$ cat src/rtl/mips_pkg.sv
// Shared types for the bus-variant MIPS memory arbiter.
package mips_pkg;

  typedef enum logic [1:0] {
    IDLE  = 2'd0,
    BUS_I = 2'd1,
    BUS_D = 2'd2,
    RESP  = 2'd3
  } arb_state_t;

  typedef enum logic {
    INSTR = 1'b0,
    DATA  = 1'b1
  } port_t;

endpackage

$ cat src/rtl/mips_mem_arbiter.sv
// Serialises instruction-fetch and data-port requests onto one Avalon-style
// memory master with waitrequest; read data is registered back to the owner.
//
// state | meaning
// IDLE  | sample i_req / d_req, pick a winner, latch bus registers
// BUS_I | fetch read on the bus, held until waitrequest drops
// BUS_D | data read or write on the bus, held until waitrequest drops
// RESP  | owning port's ready pulse, bus strobes low
module mips_mem_arbiter
  import mips_pkg::*;
#(
  parameter bit FAIR = 1'b0
) (
  input  logic        clk,
  input  logic        reset,
  input  logic        i_req,
  input  logic [31:0] i_address,
  output logic        i_ready,
  output logic [31:0] i_readdata,
  input  logic        d_read,
  input  logic        d_write,
  input  logic [31:0] d_address,
  input  logic [31:0] d_writedata,
  input  logic [3:0]  d_byteenable,
  output logic        d_ready,
  output logic [31:0] d_readdata,
  output logic [31:0] address,
  output logic        read,
  output logic        write,
  output logic [31:0] writedata,
  output logic [3:0]  byteenable,
  input  logic        waitrequest,
  input  logic [31:0] readdata
);

  arb_state_t state, state_nxt;
  port_t      last_grant;
  logic       d_req;
  logic       grant_d;

  assign d_req = d_read | d_write;

  // Contention: data always wins unless FAIR, then the port not served last.
  always_comb begin
    grant_d = 1'b0;
    if (d_req && !i_req)
      grant_d = 1'b1;
    else if (d_req && i_req)
      grant_d = FAIR ? (last_grant == INSTR) : 1'b1;
  end

  always_comb begin
    state_nxt = state;
    case (state)
      IDLE:    if (d_req || i_req) state_nxt = grant_d ? BUS_D : BUS_I;
      BUS_I,
      BUS_D:   if (!waitrequest) state_nxt = RESP;
      RESP:    state_nxt = IDLE;
      default: state_nxt = IDLE;
    endcase
  end

  always_ff @(posedge clk or posedge reset) begin
    if (reset) begin
      state      <= IDLE;
      last_grant <= INSTR;
      address    <= '0;
      read       <= 1'b0;
      write      <= 1'b0;
      writedata  <= '0;
      byteenable <= '0;
      i_ready    <= 1'b0;
      d_ready    <= 1'b0;
      i_readdata <= '0;
      d_readdata <= '0;
    end else begin
      state   <= state_nxt;
      i_ready <= 1'b0;
      d_ready <= 1'b0;
      case (state)
        IDLE: begin
          if (d_req || i_req) begin
            if (grant_d) begin
              address    <= d_address;
              write      <= d_write;
              read       <= d_read & ~d_write;
              writedata  <= d_writedata;
              byteenable <= d_byteenable;
            end else begin
              address    <= i_address;
              read       <= 1'b1;
              write      <= 1'b0;
              byteenable <= 4'b1111;
            end
          end
        end
        BUS_I: begin
          if (!waitrequest) begin
            read       <= 1'b0;
            write      <= 1'b0;
            i_readdata <= readdata;
            i_ready    <= 1'b1;
            last_grant <= INSTR;
          end
        end
        BUS_D: begin
          if (!waitrequest) begin
            read       <= 1'b0;
            write      <= 1'b0;
            // Writes leave the data port's read register untouched.
            if (read) d_readdata <= readdata;
            d_ready    <= 1'b1;
            last_grant <= DATA;
          end
        end
        default: ;
      endcase
    end
  end

endmodule

$ cat config.mk
export PLATFORM = sky130hd
export DESIGN_NAME = mips_mem_arbiter
export DESIGN_NICKNAME = d
export VERILOG_FILES = /design/src/rtl/mips_pkg.sv /design/src/rtl/mips_mem_arbiter.sv
export SDC_FILE = /design/constraint.sdc
export NUM_CORES = 1
export LEC_CHECK = 0
export BUFFER_PORTS_ARGS = -buffer_cell sky130_fd_sc_hd__clkbuf_2
export CAP_MARGIN = 20
export CORE_MARGIN = 2
export CORE_UTILIZATION = 30
export DETAILED_ROUTE_END_ITERATION = 8
export PLACE_DENSITY = 0.58
export SLEW_MARGIN = 20
export SYNTH_ARGS = -nofsm -noshare
export SYNTH_HDL_FRONTEND = slang
export SYNTH_SLANG_ARGS = --single-unit
$ cat constraint.sdc
create_clock -name clk -period 8.6 [get_ports clk]
set_clock_uncertainty 0.15 [all_clocks]
set_input_delay 0.43 -clock clk [delete_from_list [all_inputs] [get_ports clk]]
set_output_delay 0.43 -clock clk [all_outputs]
set_load 0.02 [all_outputs]
==> reports/qor.txt, run 1 <==
Unrepaired setup endpoints after global routing: false
Req. time, crit path: 8.84 ns
Post-synth EDFFs: 0
Xor and xnor fraction of the mapped netlist area: 0%
Min Clock Period, post-route: 2.17 ns
Final setup viols: 0
Async SR Flop Fraction: 100%
R2R cell count: 4
Setup Total Neg Slack: 0 ns
CP Class: in -> async
Vias: 4003
DR iter-0 viols: 61
Sequential element share of the synthesized area: 62.4%
Filler cells: 1718
RR Endpoint: i_readdata[1]
Status: complete, no violations
FF/Latch Area: 0.00345 mm^2
Internal: 0.00191 W
H-Tree Depth: 4
Met2 usage: 24.5%
Skew-Pair Late Insertion Delay: 0.40 ns
Vias in the first global route: 4386
Post-synthesis simple-gate area fraction: 3.57%
Hold Crit Depth: 2
Reg power frac: 35.9%
Placer's final routability congestion estimate: 0.741
Final setup margin: 6.43 ns
Hold Crit Start: d_writedata[13]
CTS Buf Count: 17
Hold Fails Final Rpt: 0
R2r startpoint: state[1]
Area Growth Syn to Fin: 40.7%
CP Data Arrival Time: 2.41 ns
Worst Hold Class: in -> reg
Crit path max-delay cell type: buf_4
ANT nets after route: 0
FF+latch count, synth: 138
CTS tree: done
IO Port Bufs: 273
Initial antenna violation count: 0
Synthesized area per cell: 14.4 um^2
Initial Utilization: 30.7%
Worst slew pin tran: 0.977 ns
Leak: 3.95 nW
Post-layout nets: 804
Syn Inst Count: 383
Post-synthesis adder-cell area fraction: 1.13%
Largest net degree at the start of global routing: 78
Switching portion of total power: 39.7%
Setup crit end kind: asynchronous set/reset pin
Multiplexer share of the synthesized area: 26.1%
Root buffer cell: clkbuf_16
Worst VDD drop: 0.172 mV
Multi-input gate area: 0.00196 mm^2
Comb power frac: 40.5%
Grt ovf: 0
Max Root-Sink Buffers: 2
HPWL after DPL: 10200 um
Layer with the highest usage: met2
Pre-CTS WS: 6.34 ns
Post-synth top flop: dfrtp_1
GRT Total Usage: 14.3%
CP peak stage delay: 0.83 ns
Hold Path Sink: writedata[13]
Die Span X: 140 um
Post-synthesis compound-gate area fraction: 4.59%
# DRC: 0
Sink Count: 138
Clock power share: 23.6%
Drt pass-1 iters: 4
Reg2Reg Setup Slack: 6.52 ns
Syn Std Cell Area: 0.00553 mm^2
First-pass GRT wire length: 22300 um
Fraction of layout cells with a size suffix above 1: 47.9%
Worst setup SP type: input pin
Part of the cycle the worst path needs: 25.2%
Grt met3 use: 4.58%
Largest family of logic cells by synthesized area: multiplexers
Routing usage on met1: 16.8%
CP cell instances: dlygate4sd3_1, clkbuf_2, inv_6, buf_4
Post-Syn Nets: 526
Row Count: 49
Sw power: 0.00126 W
Crit-path max FO: 77
Post-synthesis cell type count: 25
Max Cap Violations: 0
Ys Warns: 0
# diodes: 0
Core Region: 0.0180 mm^2
Slew Viols, Final: 0
Clock Pin Slew Worst Setup and Hold Paths: 0.06 ns
Via density: 4.43
Worst rel slew slack: 34.9%
Num ports: 274
Die area: 0.0195 mm^2
Power per cell area: 408 mW/mm^2
Post-Route WL: 13700 um
Die Ht: 140 um
Post-DR wirelength/cell: 15.2 um
Fmax: 462 MHz
[Yosys cell counts, types with 2 or more instances]
cell / count / area, um^2
nand2_1: 34 / 128
mux2i_1: 34 / 340
o21ai_1: 32 / 160
mux2_2: 5 / 56.3
ha_1: 5 / 62.6
mux2_1: 93 / 1050
o22a_1: 4 / 35.0
buf_2: 17 / 85.1
nor2_1: 2 / 7.51
clkbuf_1: 2 / 7.51
dfrtp_1: 138 / 3450
inv_1: 4 / 15.0
[power groups by stage]
stage	registers, W	clock network (W)	logic [W]
floorplan	0.00153	0	0.000433
global placement	0.00114	0	0.00127
detailed placement	0.00115	0	0.00130
CTS	0.00115	0.000775	0.00130
global route	0.00118	0.000804	0.00139
finish	0.00114	0.000748	0.00128
[area by class of cell]
cell class | instances | share of cell area (%)
clock buffers | 19 | 5.82
clock inverters | 13 | 1.98
inverters | 4 | 0.257
multi-input cells | 221 | 25.2
flip-flops and latches | 138 | 44.4
well taps | 229 | 3.68
repair buffers | 279 | 18.7
[flip-flops by register name, indices dropped and copies added (netlist names)]
name and count:
d_readdata 32, i_ready 1, byteenable 4, write 1
state 2, read 1, d_ready 1, address 32
writedata 32, i_readdata 32
[per-stage QoR]
stage	cell area, um^2	utilization [%]	hold WS [ns]	power, W	instances
2_1_floorplan	5530	-	0.357	0.00196	383
3_3_place_gp	7110	39.4	0.320	0.00241	868
3_5_place_dp	7140	39.6	0.324	0.00245	869
4_1_cts	7750	43.0	0.0566	0.00322	902
5_1_grt	7780	43.2	0.0620	0.00338	903
6_report	7780	43.2	0.0828	0.00317	903
[critical path, delay by kind of cell]
family / cells / cell delay (ns)
buffers and inverters: 4 / 1.89
[cells by family (layout without fill, tap and decap cells)]
group           Yosys count  after routing
fa+ha+maj                 5              5
mux                     132            132
buf+inv                  24            315
flops                   138            138
simple gates             43             43
compound gates           41             41
[cell usage in the layout, fill, tap and decap left out, drive strengths merged, types with 2 or more instances in the layout]
cell type / synthesis / layout
buf: 18 / 5
bufinv: 0 / 2
clkbuf: 2 / 292
clkinv: 0 / 2
clkinvlp: 0 / 3
dfrtp: 138 / 138
ha: 5 / 5
inv: 4 / 10
mux2: 98 / 98
mux2i: 34 / 34
nand2: 35 / 35
nor2: 3 / 3
o21ai: 33 / 33
o22a: 4 / 4
[worst max path at each step]
| stage | startpoint | to | slack (ns) | cells after the start |
|---|---|---|---|---|
| 3_5_place_dp | d_write | writedata[1] | 6.34 | 3 |
| 4_1_cts | reset | d_readdata[16] | 6.31 | 4 |
| 3_3_place_gp | d_write | state[1] | 6.22 | 4 |
| 5_1_grt | reset | i_readdata[30] | 6.13 | 4 |
| 2_1_floorplan | reset | address[0] | 4.32 | 1 |
| 6_report | reset | i_readdata[10] | 6.43 | 4 |
[timing repair]
item,4_1_cts,5_1_grt
setup buffers,0,0
gates resized for setup,0,0
hold buffers,1,0
hold endpoints to repair,61,0
[layer usage]
metal	share of wire, %	vias up
li1	-	1903
met1	41	1910
met2	50	173
met3	7.4	17
met4	1.8	0
met5	0	-
(Power assumes the default switching activity.)
==> run 2, diff against run 1 <==
--- a/config.mk
+++ b/config.mk
@@ -10,7 +10,7 @@
 export CORE_MARGIN = 2
 export CORE_UTILIZATION = 30
 export DETAILED_ROUTE_END_ITERATION = 8
-export PLACE_DENSITY = 0.58
+export PLACE_DENSITY = 0.6
 export SLEW_MARGIN = 20
 export SYNTH_ARGS = -nofsm -noshare
 export SYNTH_HDL_FRONTEND = slang
==> constraint.sdc (replaced) <==
create_clock -name clk -period 1.9 [get_ports clk]
set_clock_uncertainty 0.15 [all_clocks]
set_input_delay 0.095 -clock clk [delete_from_list [all_inputs] [get_ports clk]]
set_output_delay 0.095 -clock clk [all_outputs]
set_load 0.02 [all_outputs]
==> reports/qor.txt, run 2 (synthesis results as in run 1) <==
Req. time, crit path: 2.04 ns
CTS Buf Count: 17
Internal: 0.00902 W
Most frequent cells in the layout: clkbuf_2 (273), dfrtp_1 (138), dlygate4sd3_1 (135), mux2_1 (93)
DR iter-0 viols: 92
Clock Pin Slew Worst Setup and Hold Paths: 0.06 ns
CP Data Arrival Time: 2.00 ns
Slew Viols, Final: 0
Skew-Pair Late Insertion Delay: 0.41 ns
Worst Hold Class: in -> reg
Row Count: 49
Vias in the first global route: 5132
Num ports: 274
Min Clock Period, post-route: 1.86 ns
CP Class: reg -> reg
# DRC: 0
Crit-path max FO: 3
R2r startpoint: state[0]
CTS tree: done
Post-Route WL: 15800 um
DRT met1 WL: 6190 um
Unrepaired setup endpoints after global routing: false
HPWL after DPL: 10100 um
Worst setup SP type: register
Reg2Reg Setup Slack: 0.04 ns
R2R cell count: 5
# diodes: 0
Comb power frac: 42.5%
Non-filler cells, final: 1045
Worst VDD drop: 0.837 mV
RR Endpoint: state[1]
Via density: 4.47
Fin area: 0.00923 mm^2
Die Ht: 140 um
Hold Fails Final Rpt: 0
Reg power frac: 35.0%
Placer's final routability congestion estimate: 0.796
Status: complete, no violations
Core Region: 0.0180 mm^2
Fmax: 538 MHz
Die Span X: 140 um
Power per cell area: 1610 mW/mm^2
H-Tree Depth: 4
Max Cap Violations: 0
Hold Crit Start: i_req
Clock power share: 22.5%
Part of the cycle the worst path needs: 97.9%
Fraction of layout cells with a size suffix above 1: 40.8%
Max Root-Sink Buffers: 2
Die area: 0.0195 mm^2
Post-layout nets: 946
Setup crit end kind: register
Placed Instances: 876
Post-DR wirelength/cell: 15.1 um
ANT nets after route: 0
Initial Utilization: 30.7%
Switching portion of total power: 39.3%
Worst rel slew slack: 54.0%
Final Util: 51.2%
Highest Signal Layer: met4
First-pass GRT wire length: 25200 um
Post-DP Area: 0.00726 mm^2
Drt pass-1 iters: 4
Initial antenna violation count: 0
Vias: 4675
Hold Crit Depth: 4
Sink Count: 138
Largest net degree at the start of global routing: 86
Root buffer cell: clkbuf_16
Leak: 4.55 nW
Area Growth Syn to Fin: 66.9%
Worst slew pin tran: 0.690 ns
Hold Path Sink: state[0]
GRT Total Usage: 16.3%
Commonest non-fill, non-tap cell in the layout: clkbuf_2
DR WL met2: 8180 um
Sw power: 0.00584 W
Final setup viols: 0
IO Port Bufs: 273
DR WL met3: 1040 um
Grt ovf: 0
[run 2: worst max-delay path, cell delays in order (launching register included)]
cell and delay (ns):
dfrtp_1 0.41, inv_2 0.11, ha_4 0.14, or4b_4 0.48, nand2_2 0.11, mux2_1 0.33
[run 2: worst max path at each step]
stage | cells past startpoint | end | slack, ns | start
after CTS | 5 | state[1] | 0.02 | state[0]
after global placement | 5 | read | 0.06 | state[0]
final | 5 | state[1] | 0.04 | state[0]
after global routing | 5 | read | 0.001 | state[0]
after detailed placement | 5 | state[1] | -0.03 | state[0]
after floorplan | 1 | address[0] | -0.07 | reset
[run 2: layout make-up]
cell class / instances / area [um^2]
fill: 1575 / 8800
sequential: 138 / 3450
timing repair buffer: 421 / 2890
multi-input combinational: 221 / 1970
clock buffer: 21 / 470
tap: 229 / 287
clock inverter: 11 / 136
inverter: 4 / 18.8
[run 2: power by group through the flow]
stage	combinational, W	clock (W)	sequential, W
detailed placement	0.00606	0	0.00522
CTS	0.00631	0.00344	0.00519
global route	0.00676	0.00362	0.00540
floorplan	0.00200	0	0.00692
finish	0.00632	0.00335	0.00519
global placement	0.00591	0	0.00516
[run 2: repair_timing]
action,CTS,global route
cloned,0,0
gates resized for setup,2,0
endpoints found under the hold margin,275,0
pin swaps,0,0
hold buffers,135,0
buffers inserted,0,2
setup endpoints to repair,2,2
[run 2: through the flow]
| step | worst slack, ns | total power (W) | setup TNS [ns] | hold WS, ns |
|---|---|---|---|---|
| finish | 0.0398 | 0.0149 | 0 | 0.0727 |
| global route | 0.00118 | 0.0158 | 0 | 0.0870 |
| CTS | 0.0186 | 0.0149 | 0 | 0.0642 |
| detailed placement | -0.0251 | 0.0113 | -0.0279 | 0.119 |
| global placement | 0.0568 | 0.0111 | 0 | 0.108 |
| floorplan | -0.0661 | 0.00892 | -9.12 | 0.0220 |
[run 2: layer usage]
layer	up-vias	track usage (%)
met5	-	0
met4	0	6.47
met3	28	4.99
met2	194	30.0
met1	2275	17.4
li1	2178	-
==> run 3, diff against run 2 <==
--- a/config.mk
+++ b/config.mk
@@ -10,7 +10,7 @@
 export CORE_MARGIN = 2
 export CORE_UTILIZATION = 30
 export DETAILED_ROUTE_END_ITERATION = 8
-export PLACE_DENSITY = 0.6
+export PLACE_DENSITY = 0.58
 export SLEW_MARGIN = 20
 export SYNTH_ARGS = -nofsm -noshare
 export SYNTH_HDL_FRONTEND = slang
==> constraint.sdc (replaced) <==
create_clock -name clk -period 1.98 [get_ports clk]
set_clock_uncertainty 0.15 [all_clocks]
set_input_delay 0.099 -clock clk [delete_from_list [all_inputs] [get_ports clk]]
set_output_delay 0.099 -clock clk [all_outputs]
set_load 0.02 [all_outputs]
==> reports/qor.txt, run 3 (synthesis results as in run 1) <==
First-pass GRT wire length: 24900 um
Initial antenna violation count: 0
GRT Total Usage: 15.9%
Layer with the highest usage: met2
Worst slew pin tran: 0.710 ns
Hold Crit Depth: 4
CTS tree: done
Hold Crit Start: i_req
Skew-Pair Late Insertion Delay: 0.41 ns
Worst setup SP type: register
Post-layout nets: 942
CP Class: reg -> reg
RR Endpoint: read
Final Util: 50.9%
Vias: 4614
Most frequent cells in the layout: clkbuf_2 (273), dfrtp_1 (138), dlygate4sd3_1 (135), mux2_1 (93)
Largest net degree at the start of global routing: 79
CTS Buf Count: 17
Row Count: 49
H-Tree Depth: 4
Min Clock Period, post-route: 1.89 ns
Core Region: 0.0180 mm^2
Routing usage on met1: 18.6%
# DRC: 0
Initial Utilization: 30.7%
DR iter-0 viols: 131
R2r startpoint: state[1]
Hold Path Sink: address[24]
Crit-path max FO: 4
Root buffer cell: clkbuf_16
Placer's final routability congestion estimate: 0.770
Die area: 0.0195 mm^2
Postcts setup bufs: 0
R2R cell count: 5
Via density: 4.43
HPWL after DPL: 10200 um
Hold Fails Final Rpt: 0
ANT nets after route: 0
Unrepaired setup endpoints after global routing: false
Clock Pin Slew Worst Setup and Hold Paths: 0.06 ns
IO Port Bufs: 273
Setup crit end kind: register
Commonest non-fill, non-tap cell in the layout: clkbuf_2
Setup Total Neg Slack: 0 ns
Sw power: 0.00553 W
# diodes: 0
Die Span X: 140 um
Slew Viols, Final: 0
Internal: 0.00851 W
Worst Hold Class: in -> reg
Max Root-Sink Buffers: 2
Vias in the first global route: 5105
Status: complete, no violations
Leak: 4.53 nW
Grt met3 use: 5.23%
Reg2Reg Setup Slack: 0.09 ns
Post-DR wirelength/cell: 14.5 um
Met2 usage: 27.5%
Area Growth Syn to Fin: 65.9%
Switching portion of total power: 39.4%
Die Ht: 140 um
Req. time, crit path: 2.12 ns
Worst rel slew slack: 52.7%
Reg power frac: 35.5%
Clock power share: 22.3%
Fmax: 530 MHz
Part of the cycle the worst path needs: 95.3%
Final setup viols: 0
Max Cap Violations: 0
Power per cell area: 1530 mW/mm^2
Worst VDD drop: 0.971 mV
Comb power frac: 42.2%
CP Data Arrival Time: 2.03 ns
Post-Route WL: 15100 um
Fraction of layout cells with a size suffix above 1: 40.4%
Drt pass-1 iters: 4
Grt ovf: 0
Sink Count: 138
Num ports: 274
[run 3: changes by cell type in the layout (fill, tap and decap cells not counted), sizes merged]
cell / delta
buf: -4
clkinv: +3
clkinvlp: -1
clkbuf: -2
[run 3: cell type report]
class | instances | area [um^2]
Clock buffer | 19 | 443
Clock inverter | 13 | 141
Fill cell | 1563 | 8850
Multi-Input combinational cell | 221 | 1960
Inverter | 4 | 18.8
Tap cell | 229 | 287
Sequential cell | 138 | 3450
Timing Repair Buffer | 417 | 2870
[run 3: what timing repair did]
item,in CTS,in global routing
setup endpoints to repair,0,2
resized for setup,0,2
hold buffers,135,0
endpoints found under the hold margin,205,0
[run 3: power groups by stage]
| stage | Clock [W] | Combinational, W | Sequential (W) |
|---|---|---|---|
| after floorplan | 0 | 0.00188 | 0.00664 |
| after global placement | 0 | 0.00562 | 0.00496 |
| after detailed placement | 0 | 0.00577 | 0.00502 |
| after CTS | 0.00324 | 0.00600 | 0.00499 |
| after global routing | 0.00338 | 0.00640 | 0.00516 |
| final | 0.00313 | 0.00593 | 0.00498 |
[run 3: routing by layer]
metal | wire length [um] | up-vias
met5 | 0 | -
met4 | 276 | 0
met3 | 993 | 22
met2 | 7510 | 200
met1 | 6340 | 2210
li1 | - | 2182
[run 3: how the worst max path moves through the flow]
stage,startpoint,end,slack [ns],depth (start not counted)
3_5_place_dp,state[0],read,0.04,5
2_1_floorplan,reset,address[0],0.01,1
3_3_place_gp,state[0],read,0.15,5
4_1_cts,state[0],read,0.04,5
5_1_grt,state[1],read,0.03,5
6_report,state[1],read,0.09,5
[run 3: through the flow]
stage / instance area [um^2] / total power, W / instances / worst slack [ns] / hold WS, ns
3_5_place_dp: 7240 / 0.0108 / 874 / 0.0444 / -0.0124
2_1_floorplan: 5530 / 0.00852 / 383 / 0.00988 / 0.0260
5_1_grt: 9180 / 0.0149 / 1041 / 0.0313 / 0.0810
6_report: 9180 / 0.0140 / 1041 / 0.0921 / 0.0487
3_3_place_gp: 7240 / 0.0106 / 874 / 0.146 / -0.0260
4_1_cts: 9180 / 0.0142 / 1041 / 0.0375 / 0.0518
[run 3: critical path, cell delays in order, from the launching register on]
cell	delay, ns
dfrtp_1	0.42
inv_2	0.09
ha_1	0.17
or4b_4	0.49
nand3b_2	0.12
mux2_1	0.32
